==> config.mk <==
export PLATFORM = sky130hd
export DESIGN_NAME = mem_access_seq_flat
export DESIGN_NICKNAME = d
export VERILOG_FILES = /design/src/rtl/mem_access_seq_if.sv /design/src/rtl/mem_access_seq.sv /design/src/flat_wrapper.sv
export SDC_FILE = /design/constraint.sdc
export NUM_CORES = 1
export LEC_CHECK = 0
export CAP_MARGIN = 20
export CORE_AREA = 3 3 87 89
export DETAILED_ROUTE_END_ITERATION = 7
export DIE_AREA = 0 0 90 92
export GPL_TIMING_DRIVEN = 0
export PLACE_DENSITY = 0.7
export SKIP_LAST_GASP = 1
export SYNTH_ARGS = -nofsm -noshare
export SYNTH_HDL_FRONTEND = slang
export SYNTH_SLANG_ARGS = --single-unit
==> constraint.sdc <==
create_clock -name i_clk -period 2.7 [get_ports i_clk]
set_input_delay 0.27 -clock i_clk [delete_from_list [all_inputs] [get_ports i_clk]]
set_output_delay 0.27 -clock i_clk [all_outputs]
set_load 0.01 [all_outputs]
==> src/rtl/mem_access_seq_if.sv <==
// Data-memory bus between the memory-stage sequencer and the single-ported
// data memory. The master drives the request, the slave answers with ack/data.
interface mem_access_seq_if;
   logic        memReq;
   logic        memWr;
   logic [15:0] memAddr;
   logic [15:0] memWrData;
   logic        memAck;
   logic [15:0] memRdData;

   modport master (
      output memReq, memWr, memAddr, memWrData,
      input  memAck, memRdData
   );

   modport slave (
      input  memReq, memWr, memAddr, memWrData,
      output memAck, memRdData
   );
endinterface

==> src/rtl/mem_access_seq.sv <==
// Memory-stage sequencer: runs one LOAD, STORE or SWAP transaction on the
// data-memory bus, stalls the pipeline while it is in flight, returns read
// data to write-back and aborts with a fault pulse when the bus never acks.
module mem_access_seq #(
   parameter int TIMEOUT_CYCLES = 255
) (
   input  logic              i_clk,
   input  logic              i_rstn,
   input  logic              i_start,
   input  logic              i_isMemInstr,
   input  logic              i_isMemWriter,
   input  logic              i_isSWP,
   input  logic [15:0]       i_addr,
   input  logic [15:0]       i_wrData,
   mem_access_seq_if.master  bus,
   output logic              o_stall,
   output logic              o_rdValid,
   output logic [15:0]       o_rdData,
   output logic              o_fault
);

   typedef enum logic [1:0] {S_IDLE, S_READ, S_WRITE, S_DONE} state_t;
   typedef enum logic [1:0] {T_LOAD, T_STORE, T_SWAP} xfer_t;

   // Last waiting cycle before abort: the count would reach the limit on it.
   localparam logic [7:0] CNT_LAST = 8'(TIMEOUT_CYCLES - 1);

   state_t      state_q, state_d;
   xfer_t       type_q, type_d;
   logic [15:0] addr_q, addr_d;
   logic [15:0] wdata_q, wdata_d;
   logic [15:0] rdata_q, rdata_d;
   logic [7:0]  cnt_q, cnt_d;
   logic        req_q, req_d;
   logic        wr_q, wr_d;
   logic        rdvalid_q, rdvalid_d;
   logic        fault_q, fault_d;
   logic        accept_s;

   // Accept a new memory instruction only when no transaction is in flight.
   always_comb begin
      accept_s = i_start & i_isMemInstr &
                 ((state_q == S_IDLE) | (state_q == S_DONE));
   end

   // Next-state, latches, timeout and registered-output decode.
   always_comb begin
      state_d   = state_q;
      type_d    = type_q;
      addr_d    = addr_q;
      wdata_d   = wdata_q;
      rdata_d   = rdata_q;
      cnt_d     = cnt_q;
      rdvalid_d = 1'b0;
      fault_d   = 1'b0;
      case (state_q)
         S_IDLE, S_DONE: begin
            cnt_d = 8'd0;
            if (accept_s) begin
               addr_d  = i_addr;
               wdata_d = i_wrData;
               if (i_isSWP) begin
                  type_d  = T_SWAP;
                  state_d = S_READ;
               end else if (i_isMemWriter) begin
                  type_d  = T_STORE;
                  state_d = S_WRITE;
               end else begin
                  type_d  = T_LOAD;
                  state_d = S_READ;
               end
            end else begin
               state_d = S_IDLE;
            end
         end
         S_READ: begin
            if (bus.memAck) begin
               rdata_d = bus.memRdData;
               cnt_d   = 8'd0;
               if (type_q == T_SWAP) begin
                  state_d = S_WRITE;
               end else begin
                  state_d   = S_DONE;
                  rdvalid_d = 1'b1;
               end
            end else if (cnt_q == CNT_LAST) begin
               // A SWAP aborted here never reaches its write phase.
               state_d = S_IDLE;
               fault_d = 1'b1;
               cnt_d   = 8'd0;
            end else begin
               cnt_d = cnt_q + 8'd1;
            end
         end
         S_WRITE: begin
            if (bus.memAck) begin
               state_d   = S_DONE;
               cnt_d     = 8'd0;
               rdvalid_d = (type_q == T_SWAP);
            end else if (cnt_q == CNT_LAST) begin
               state_d = S_IDLE;
               fault_d = 1'b1;
               cnt_d   = 8'd0;
            end else begin
               cnt_d = cnt_q + 8'd1;
            end
         end
         default: begin
            state_d = S_IDLE;
            cnt_d   = 8'd0;
         end
      endcase
      req_d = (state_d == S_READ) | (state_d == S_WRITE);
      wr_d  = (state_d == S_WRITE);
   end

   // State, latches and registered bus/status outputs.
   always_ff @(posedge i_clk or negedge i_rstn) begin
      if (!i_rstn) begin
         state_q   <= S_IDLE;
         type_q    <= T_LOAD;
         addr_q    <= 16'h0000;
         wdata_q   <= 16'h0000;
         rdata_q   <= 16'h0000;
         cnt_q     <= 8'd0;
         req_q     <= 1'b0;
         wr_q      <= 1'b0;
         rdvalid_q <= 1'b0;
         fault_q   <= 1'b0;
      end else begin
         state_q   <= state_d;
         type_q    <= type_d;
         addr_q    <= addr_d;
         wdata_q   <= wdata_d;
         rdata_q   <= rdata_d;
         cnt_q     <= cnt_d;
         req_q     <= req_d;
         wr_q      <= wr_d;
         rdvalid_q <= rdvalid_d;
         fault_q   <= fault_d;
      end
   end

   // Drive the bus and pipeline-facing outputs.
   always_comb begin
      bus.memReq    = req_q;
      bus.memWr     = wr_q;
      bus.memAddr   = addr_q;
      bus.memWrData = wdata_q;
      o_rdValid     = rdvalid_q;
      o_rdData      = rdata_q;
      o_fault       = fault_q;
      o_stall       = (state_q == S_READ) | (state_q == S_WRITE) | accept_s;
   end

endmodule

==> src/flat_wrapper.sv <==
// flat-port wrapper written by rule: the top's interface ports become plain ports
module mem_access_seq_flat 
#(
   parameter int TIMEOUT_CYCLES = 255
)
  (i_clk, i_rstn, i_start, i_isMemInstr, i_isMemWriter, i_isSWP, i_addr, i_wrData, o_stall, o_rdValid, o_rdData, o_fault, bus_memReq, bus_memWr, bus_memAddr, bus_memWrData, bus_memAck, bus_memRdData);
  mem_access_seq_if bus_i ();
  input  logic i_clk;
  input  logic i_rstn;
  input  logic i_start;
  input  logic i_isMemInstr;
  input  logic i_isMemWriter;
  input  logic i_isSWP;
  input  logic [15:0] i_addr;
  input  logic [15:0] i_wrData;
  output logic o_stall;
  output logic o_rdValid;
  output logic [15:0] o_rdData;
  output logic o_fault;
  output wire logic [$bits(bus_i.memReq)-1:0] bus_memReq;
  output wire logic [$bits(bus_i.memWr)-1:0] bus_memWr;
  output wire logic [$bits(bus_i.memAddr)-1:0] bus_memAddr;
  output wire logic [$bits(bus_i.memWrData)-1:0] bus_memWrData;
  input wire logic [$bits(bus_i.memAck)-1:0] bus_memAck;
  input wire logic [$bits(bus_i.memRdData)-1:0] bus_memRdData;
  assign bus_memReq = bus_i.memReq;
  assign bus_memWr = bus_i.memWr;
  assign bus_memAddr = bus_i.memAddr;
  assign bus_memWrData = bus_i.memWrData;
  assign bus_i.memAck = bus_memAck;
  assign bus_i.memRdData = bus_memRdData;
  mem_access_seq #(.TIMEOUT_CYCLES(TIMEOUT_CYCLES)) u_core (.i_clk(i_clk), .i_rstn(i_rstn), .i_start(i_start), .i_isMemInstr(i_isMemInstr), .i_isMemWriter(i_isMemWriter), .i_isSWP(i_isSWP), .i_addr(i_addr), .i_wrData(i_wrData), .bus(bus_i), .o_stall(o_stall), .o_rdValid(o_rdValid), .o_rdData(o_rdData), .o_fault(o_fault));
endmodule
======== After elaboration in Yosys (flattened, before gate mapping) ========
Cells that the tools add are included.
storage, ports and cells
  output and inout bits ................... 53
  memories ................................ 0
  bits of input ports ..................... 55
  flip-flop bits (word level) ............. 64
  bits in read-only memories .............. 0
  memory bits (writable) .................. 0
  latch bits .............................. 0
cells by class
  multiplexer cells ....................... 20
  bitwise gates (word level) .............. 6
  equal/unequal tests ..................... 7
  $lt $le $gt $ge ......................... 0
  shift operators ......................... 0
  div/mod/pow operators ................... 0
  multiply operators ...................... 0
  $add $sub $neg .......................... 1
  reduce and logical (&&, ||, !) cells .... 5
operators by type and width
  operator                                       number
  2-to-1 mux 8 bit                               2
  case mux 8 bit (2 select lines)                1
  2-to-1 mux 2 bit                               7
  adder 8 x 1 -> 8 bit, second input constant    1
  == test 2 bit, second input constant           4
  == test 8 bit, second input constant           1
  2-to-1 mux 1 bit                               8
  case mux 2 bit (3 select lines)                1
  == test 2 x 1 -> 1 bit, second input constant  2
  OR 1 bit                                       4
  AND reduction 2 bit                            2
  OR reduction 2 bit                             2
  AND 1 bit                                      2
  logical NOT 2 bit                              1
  case mux 1 bit (2 select lines)                1

======== Depth between registers and ports, before layout ========
  depth in word-level cells ............... 7
  gate-level depth with buffers ........... 9
  mapped depth without buffers ............ 7

======== Least setup slack after synthesis ========
No wires, ideal clock.
  kind .................................... register -> register
  start ................................... reg u_core.state_q[0]
  end ..................................... reg u_core.req_q, in the netlist u_core.bus.memReq
  setup time .............................. 0.063 ns
  arrival ................................. 1.796 ns
  stages on the path, launching flop included .. 10
  setup slack ............................. 0.841 ns
  clock period less this slack ............ 1.859 ns
  path buffers ............................ 2
  data required time ...................... 2.637 ns
  cell sequence ........................... dfrtp_1 inv_1 ha_1 and3_1 buf_2 buf_4 a32oi_1 o31a_1 ha_1 inv_1
on the way
  cells in the longest elaborated chain, start to end .. 7
  elaborated cells on any way between the ends .. 15
  classes of those cells .................. 5 x eq/ne; 5 x mux; 3 x bitwise; 2 x reduce/logical
ends and longest elaborated chain
  what                                                            line                                        text
  start: declaration                                              mem_access_seq.sv:28                        state_t state_q, state_d;
  start signal: assignment                                        mem_access_seq.sv:131                       state_q <= state_d;
  == test 2 bit / logical NOT 2 bit (equally long branches)       mem_access_seq.sv:43, mem_access_seq.sv:56
  OR 1 bit                                                        mem_access_seq.sv:43                        ((state_q == S_IDLE) | (state_q == S_DONE));
  AND 1 bit                                                       mem_access_seq.sv:42                        accept_s = i_start & i_isMemInstr &
  2-to-1 mux 2 bit                                                mem_access_seq.sv:59                        if (accept_s) begin
  case mux 2 bit (3 select lines) *                               mem_access_seq.sv:56                        case (state_q)
  == test 2 x 1 -> 1 bit / == test 2 bit (equally long branches)  mem_access_seq.sv:113                       req_d = (state_d == S_READ) | (state_d == S_WRITE);
  OR 1 bit *                                                      mem_access_seq.sv:113
  net u_core.req_d                                                mem_access_seq.sv:34                        logic req_q, req_d;
  end signal: assignment                                          mem_access_seq.sv:137                       req_q <= req_d;
  end: declaration                                                mem_access_seq.sv:34
Mark *: on every way through the listed nets, which the timed path passes. The rest lies on a longest branch.
A chain may end at the register's enable or synchronous reset.

======== Worst setup path after layout ========
  start ................................... reg u_core.state_q[0]
  end ..................................... out o_stall
on the way
  cells in the longest elaborated chain, start to end .. 4
  elaborated cells on any way between the ends .. 8
  classes of those cells .................. 3 x eq/ne; 4 x bitwise; 1 x reduce/logical
ends and longest elaborated chain
  what                                                       line                   text
  == test 2 bit / logical NOT 2 bit (equally long branches)  mem_access_seq.sv:43
  OR 1 bit                                                   mem_access_seq.sv:43
  AND 1 bit                                                  mem_access_seq.sv:42
  OR 1 bit *                                                 mem_access_seq.sv:153  o_stall = (state_q == S_READ) | (state_q == S_WRITE) | accept_s;
  end: declaration                                           flat_wrapper.sv:16     output logic o_stall;
Every way passes the cells marked *; elsewhere a longest branch is shown, timed or not.

==> run summary <==
Core Area: 6830 um2
IO Port Bufs: 107
TritonCTS clock tree: built
Setup_tns: 0 ns
Net Count, Synth: 237
Max Slew Vio Count: 0
Pwr dens: 854 nW/um2
Final Hold Fails: 0
Postcts setup bufs: 0
First-pass GRT wire length: 9.04 mm
Worst path arrival time: 1.96 ns
R2R depth: 9
Top post-synthesis cells by area: dfrtp_1 62%, mux2_2 21%, ha_1 2.4%
Seq cells post-synth: 64
Starting Density: 37.7%
Syn Inst Count: 177
Die W: 90 um
Worst reg-to-reg setup slack: 0.64 ns
Clock buffer depth: 2
GR Util All Layers: 13.7%
Detailed Place HPWL: 3.90 mm
RSZ-0062 raised after global routing: no
Via/cell ratio: 4.56
Worst-path cell chain: inv_1, ha_1, nand3_1, nand2_1, clkdlybuf4s50_1
Via count: 1,798
Complex-gate fraction of the synthesized area: 4.42%
EDFF count, synth: 0
Iter 0 DRT Violations: 47
Worst Path Max Fanout: 7
DIE AREA: 8280 um2
FP Rows: 30
H-tree depth: 3
Reg2reg end: u_core.bus.memReq
Placed cell count: 380
Min Tclk post-route: 2.23 ns
Top cell type's share of synthesized area: 62.2%
Setup crit end kind: output port
Worst path max stage delay: 0.55 ns
YS warnings: 0
Leak pwr: 0.00166 uW
Die extent in y: 92 um
Clock Latency Late Sink: 0.33 ns
FMAX: 447 MHz
Adder-Cell Fraction of Synth Area: 2.43%
TritonCTS Buffers: 9
Worst r2r src: u_core.state_q[0]
Ant. Diodes: 0
Placer Congestion: 0.771
Share of cells above drive strength 1: 23.8%
Average size of a mapped cell: 14.6 um2
Residual DRC: 0
Number of global-route vias before repair: 1,903
CP max stage cell: clkdlybuf4s50_1
Area leader, netlist: dfrtp_1
Most common cell after layout, fill and taps aside: clkdlybuf4s50_1
Post-synth top flop: dfrtp_1
Share of flip-flops with an asynchronous set or reset: 100%
Area grow syn2layout: 54.2%
Post-synthesis mux area share: 21.4%
Xor/xnor share of the synthesized area: 1.36%
Run status: finished clean
Critical path type: flop to output port
ANT nets after route: 0
Top-Level Pins: 108
Finished Cell Area: 3970 um2
Most frequent cells in the layout: 106 x clkdlybuf4s50_1, 64 x dfrtp_1, 49 x mux2_2
Worst VDD drop: 450 uV
Root Driver: clkbuf_8
Dpl cell area: 3760 um2
Clock sink total: 64
Max-slew headroom: 46.9%
Final Non-Filler Cells: 394
Worst setup SP type: flop
Period utilisation layout: 82.8%
Initial antenna violation count: 0
Clock Skew: 0.00856 ns
Buf+Inv Stages, Crit Path: 2
Wirelength per Cell: 13.7 um
WP data required: 2.43 ns
Sequential area share after synthesis: 62.2%
Clock transition at path regs: 0.07 ns
Simple-gate portion of the synthesized area: 6.22%
Layout Nets: 355
Final setup violating endpoints: 0
Congestion Overflow GR: 0
CTS resizes: 0
Top delay family on crit path: buffers and inverters
Worst Max-Slew Pin Slew: 0.796 ns
Hold_buf cts: 0
Mapped cell area: 2580 um2
Largest family of logic cells by synthesized area: multiplexers
Final WL: 5.41 mm
Pin count of the biggest net entering global routing: 65
Drt first pass iters: 4
HP Class: input pin to async pin
Total of max-cap violations: 0
Yosys cell types: 29
-- synth_stat cells, types with 3 or more instances --
library cell and number:
ha_1 5, nand3_1 5, inv_1 5, dfrtp_1 64, nor2_1 7, a21oi_1 3
buf_4 3, o21ai_0 4, mux2_2 49, nand2_1 6
-- flip-flops by register name, summed over array words and instances, names as in the netlist --
signal / cells
u_core.o_fault: 1
u_core.bus.memReq: 1
u_core.bus.memAddr: 16
u_core.o_rdValid: 1
u_core.type_q: 2
u_core.cnt_q: 8
u_core.o_rdData: 16
u_core.bus.memWr: 1
u_core.bus.memWrData: 16
u_core.state_q: 2
-- metrics by stage --
step | power, uW | hold slack, ns | setup WS, ns | utilization (%)
3_5_place_dp | 2550 | 0.424 | 0.633 | 55.1
3_3_place_gp | 2520 | 0.468 | -0.811 | 55.1
6_report | 3390 | 0.0224 | 0.465 | 58.2
5_1_grt | 3580 | 0.0894 | 0.304 | 58.2
2_1_floorplan | 1840 | -0.0256 | 0.841 | -
4_1_cts | 3450 | 0.0573 | 0.415 | 58.2
-- cells by family after synthesis --
| logic type | count (synthesis) |
|---|---|
| fa+ha+maj | 5 |
| buf+inv | 10 |
| compound gates | 17 |
| xor+xnor | 4 |
| mux | 49 |
| flops | 64 |
| simple gates | 28 |
-- cell type report --
cell class | count | area, um2
Fill cell | 594 | 2860
Timing Repair Buffer | 107 | 1070
Inverter | 5 | 18.8
Buffer | 5 | 32.5
Multi-Input combinational cell | 103 | 923
Clock inverter | 4 | 70.1
Clock buffer | 10 | 138
Tap cell | 96 | 120
Sequential cell | 64 | 1600
-- per-layer routing --
layer  up-vias  part of all wire [%]  GRT usage (%)
li1        857                     -              -
met1       848                    46           17.7
met5         -                     0              0
met3         7                    11           6.40
met4         0                   1.3           6.51
met2        86                    41           19.4
-- report_power, final --
group          internal, uW  leakage [uW]  switching, uW
registers              1240      0.000785            131
clock network           532      0.000108            344
logic                   752      0.000769            398
total                  2520       0.00166            872
-- worst max-delay path by stage --
stage / slack, ns / depth (start not counted) / to / startpoint
3_3_place_gp: -0.81 / 1 / u_core.bus.memWrData[5] / i_rstn
5_1_grt: 0.30 / 5 / o_stall / u_core.state_q[0]
3_5_place_dp: 0.63 / 9 / u_core.bus.memReq / u_core.state_q[0]
6_report: 0.47 / 5 / o_stall / u_core.state_q[0]
2_1_floorplan: 0.84 / 9 / u_core.bus.memReq / u_core.state_q[0]
4_1_cts: 0.42 / 5 / o_stall / u_core.state_q[0]
(Power assumes the default switching activity.)
==> variant 1 (same settings) <==
Make the reset (`i_rstn`) synchronous in one clocked block.
--- a/src/rtl/mem_access_seq.sv
+++ b/src/rtl/mem_access_seq.sv
@@ -116,5 +116,5 @@
 
    // State, latches and registered bus/status outputs.
-   always_ff @(posedge i_clk or negedge i_rstn) begin
+   always_ff @(posedge i_clk) begin
       if (!i_rstn) begin
          state_q   <= S_IDLE;
Check against the original RTL: differs if i_rstn is asserted again (counterexample within 4 cycles, from zero or initial values and one cycle with i_rstn low); with i_rstn held inactive, the same outputs for 4 cycles.
==> variant 1 against the unedited design <==
First-iteration DRC count fell by 17%. Synthesized area decreased by 2.3%. Final area shrank 2.1%. Sequential cell count unchanged. Wire length increased by 15%. Setup slack got worse by 0.30 ns. Critical path type unchanged.
Power is not compared: it rests on default switching activity, and its combinational part moved more than twofold at a synthesized area within 25%.
==> variant 1: results (changes against the unedited design) <==
Synth Area in XOR/XNOR=1.392% (+0.032 points); reg2reg path depth=7 (-2); met3 usage=5.250% (-1.1 points); largest family of logic cells by synthesized area=simple AND/OR/NAND/NOR gates; first-pass GRT wire length=10390 µm (+15%); dpl ws=0.3937 ns (-0.2394 ns); WL met1=2830 µm (+13%); Netlist cell types=32 (+10%); hold slack final=0.4558 ns (+0.4334 ns); clock skew=0.008579 ns (+0.00001796 ns); Slew headroom=62.03% (+15 points); Post-DP HPWL=4611 µm (+18%); gp weighted congestion=0.7403 (-3.9%); gr usage total=15.46% (+1.8 points); reg-to-reg critical path startpoint=u_core.state_q[0]; post-detailed-routing wire length=6245 µm (+15%); RR Endpoint=u_core.bus.memReq; Fillers=677 (+14%); multiplexer share of the synthesized area=0% (-21 points); Hold WC Path Type=reg -> reg; met1 usage=18.47% (+0.82 points); Synth Area in Compound Gates=18.95% (+15 points); DR vias/cell=4.483 (-1.8%); Final #Nets=465 (+31%); asr flop ratio synth=0% (-100 points); Synth Area in Adders=2.486% (+0.058 points); vias in the first global route=2192 (+15%); critical path fanouts, max=19 (+12); outcome=finished, final reports clean; metal3 WL=367 µm (-40%); met2 Usage GRT=25.82% (+6.5 points); share of cells above drive strength 1=5.868% (-18 points); Post-synth top cells=104 x nand2_1, 64 x dfxtp_1, 49 x a21boi_0, 9 x clkbuf_1; syn nets=348 (+47%); DR iter-0 viols=39 (-17%)
variant 1: final cells by class:
type                    count  area share, %
clock inverters             4          1.158
inverters                   4         0.3860
flip-flops and latches     64          32.94
repair buffers            107          27.53
well taps                  96          3.088
multi-input cells         204          29.21
plain buffers              15          2.059
clock buffers              11          3.635
variant 1: stage by stage:
step	instances	utilization [%]	power, mW
2_1_floorplan	288	-	1.101
3_3_place_gp	491	54.27	1.261
3_5_place_dp	491	54.27	1.264
4_1_cts	506	57.00	2.048
5_1_grt	505	56.94	2.118
6_report	505	56.94	2.016
variant 1: worst max path at each step:
stage | slack [ns] | start | to | depth (start not counted)
floorplan | 1.01 | u_core.state_q[0] | u_core.bus.memWr | 8
global placement | 0.42 | u_core.state_q[0] | o_stall | 6
detailed placement | 0.39 | u_core.state_q[0] | o_stall | 6
CTS | 0.02 | u_core.state_q[0] | o_stall | 6
global route | 0.009 | u_core.state_q[0] | o_stall | 5
finish | 0.16 | u_core.state_q[0] | o_stall | 5
==> variant 2 (same flow settings) <==
Made on the original files. `TIMEOUT_CYCLES` is set to 255 in 2 places; all go to 127.
--- a/src/rtl/mem_access_seq.sv
+++ b/src/rtl/mem_access_seq.sv
@@ -3,5 +3,5 @@
 // data to write-back and aborts with a fault pulse when the bus never acks.
 module mem_access_seq #(
-   parameter int TIMEOUT_CYCLES = 255
+   parameter int TIMEOUT_CYCLES = 127
 ) (
    input  logic              i_clk,
--- a/src/flat_wrapper.sv
+++ b/src/flat_wrapper.sv
@@ -2,5 +2,5 @@
 module mem_access_seq_flat 
 #(
-   parameter int TIMEOUT_CYCLES = 255
+   parameter int TIMEOUT_CYCLES = 127
 )
   (i_clk, i_rstn, i_start, i_isMemInstr, i_isMemWriter, i_isSWP, i_addr, i_wrData, o_stall, o_rdValid, o_rdData, o_fault, bus_memReq, bus_memWr, bus_memAddr, bus_memWrData, bus_memAck, bus_memRdData);
Behaviour: no difference found for any inputs over 4 cycles, from zero or initial values and one cycle with i_rstn low; that may be too few to reach the edited logic, so the function may still have changed.
==> variant 2 against the unedited design <==
Maximum frequency is 9.7% lower. Synthesized area decreased by 1.5%. Combinational power down 12%. Via count fell by 2.7%. Sequential cell count unchanged. Power decreased by 8.5%. Die area unchanged. Critical endpoint unchanged. Wire length rose by 0.35%. Non-clock buffer count is the same. Setup slack got worse by 0.24 ns. Critical path depth increased by 1. Final area is 1.8% lower.
==> variant 2: results (changes against the unedited design) <==
htree depth=3 (unchanged); clk buf depth=2 (unchanged); Post-synth top cells=64 x dfrtp_1, 49 x mux2_2, 7 x inv_1, 7 x nor2_1; Port-buffer cells=106 (-0.93%); dpl ws=0.5703 ns (-0.06275 ns); share of cells above drive strength 1=24.58% (+0.75 points); vias in the first global route=1840 (-3.3%); Switching Share=26.67% (+0.95 points); Worst IR Drop VDD=0.3806 mV (-15%); Crit-path slowest cell=clkdlybuf4s50_1; Post-CTS Setup Bufs=0 (unchanged); gr usage total=13.36% (-0.32 points); critical path fanouts, max=10 (+3); sequential cell area=0.001602 mm² (unchanged); clock skew=0.006739 ns (-0.001822 ns); Pleak=1.657 nW (-0.33%); post_cts resized=0 (unchanged); Netlist cell types=26 (-10%); CTS Root Cell=clkbuf_8; Seq/Total Area, Yosys=63.09% (+0.92 points); placed cell areas=0.003717 mm² (-1.3%); first-pass GRT wire length=8742 µm (-3.3%); wire per inst=13.81 µm (+0.61%); syn nets=236 (-0.42%); Reg clk slew, reported paths=0.07 ns (about the same); Diodes inserted=0 (unchanged); gp weighted congestion=0.7544 (-2.1%); Slew headroom=47.52% (+0.60 points); DR iter-0 viols=80 (+70%); outcome=finished, final reports clean; Vias=1749 (-2.7%); Synthesis Warnings=0 (unchanged); largest net degree at the start of global routing=65 (unchanged); TritonCTS buffer count=9 (unchanged); Post-DP HPWL=3863 µm (-1.0%); critical path arrival=2.21 ns (+0.25 ns); Fillers=597 (+0.51%); synth top area cells=dfrtp_1 63%, mux2_2 22%, ha_1 2.5%; initial antenna violation count=0 (unchanged); Final #Nets=353 (-0.56%); clock latency on the worst-skew pair=0.33 ns (about the same)
-- variant 2: changes by cell type in the layout (fill, tap and decap cells not counted), moves of 2 or more --
cell	before	now
nor2b_1	0	4
o21ai_0	4	2
o22ai_1	0	3
inv_1	5	7
o21a_1	2	0
buf_2	2	5
nand2b_1	2	0
nor3_1	0	2
buf_4	4	2
o31ai_1	2	0
-- variant 2: worst max-delay path: cells and delay by family, from the launching register on --
kind          cells  cell delay, ns
simple gates      2            0.26
flops             1            0.38
fa+ha+maj         1            0.42
buf+inv           3            0.82
-- variant 2: path summary, 6_finish.rpt --
| path | start | end | slack [ns] | cells past startpoint |
|---|---|---|---|---|
| setup / recovery | u_core.state_q[0] | o_stall | 0.22 | 6 |
| hold / removal | i_rstn | u_core.o_fault | 0.02 | 1 |
| setup reg to reg | u_core.state_q[0] | u_core.bus.memReq | 0.80 | 8 |
| hold reg to reg | u_core.type_q[0] | u_core.type_q[0] | 0.48 | 2 |
| max in group asynchronous | i_rstn | u_core.bus.memAddr[11] | 2.16 | 1 |
| min in group i_clk | bus_memAck | u_core.o_fault | 0.16 | 2 |
-- variant 2: layer usage --
layer  GRT usage, %  up-vias  share of wire [%]
li1               -      845                  -
met3          6.399        4                9.2
met5              0        -                  0
met1          15.95      831                 43
met2          20.60       69                 47
met4          5.740        0                1.1
-- variant 2: cell families (layout without fill, tap and decap cells) --
group | count (synthesis) | in the layout | share of synthesized area [%]
flip-flops | 64 | 64 | 63.09
multiplexers | 49 | 49 | 21.73
AND/OR/NAND/NOR | 28 | 28 | 5.668
buffers and inverters | 13 | 134 | 2.317
AO/OA/AOI/OAI | 12 | 12 | 3.007
adder cells (fa/ha/maj) | 5 | 5 | 2.464
XOR/XNOR | 5 | 5 | 1.725
-- variant 2: stage by stage --
step                      hold WS, ns  instances  power (mW)
after floorplan              -0.02559        176       1.722
after detailed placement       0.4220        378       2.356
final                         0.02150        393       3.104
after CTS                     0.05596        393       3.154
after global placement         0.4663        378       2.335
after global routing          0.09947        393       3.276
-- variant 2: power groups by stage --
| stage | clock network, mW | registers (mW) | logic, mW |
|---|---|---|---|
| 6_report | 0.781 | 1.32 | 1.01 |
| 3_3_place_gp | 0 | 1.32 | 1.02 |
| 5_1_grt | 0.849 | 1.35 | 1.08 |
| 3_5_place_dp | 0 | 1.33 | 1.02 |
| 2_1_floorplan | 0 | 1.44 | 0.280 |
| 4_1_cts | 0.811 | 1.32 | 1.03 |
-- variant 2: area by class of cell --
cell class / count / share of cell area, %
sequential: 64 / 41.04
clock buffer: 9 / 3.174
multi-input combinational: 99 / 22.51
timing repair buffer: 106 / 27.12
buffer: 6 / 0.8336
clock inverter: 6 / 1.571
inverter: 7 / 0.6733
tap: 96 / 3.078
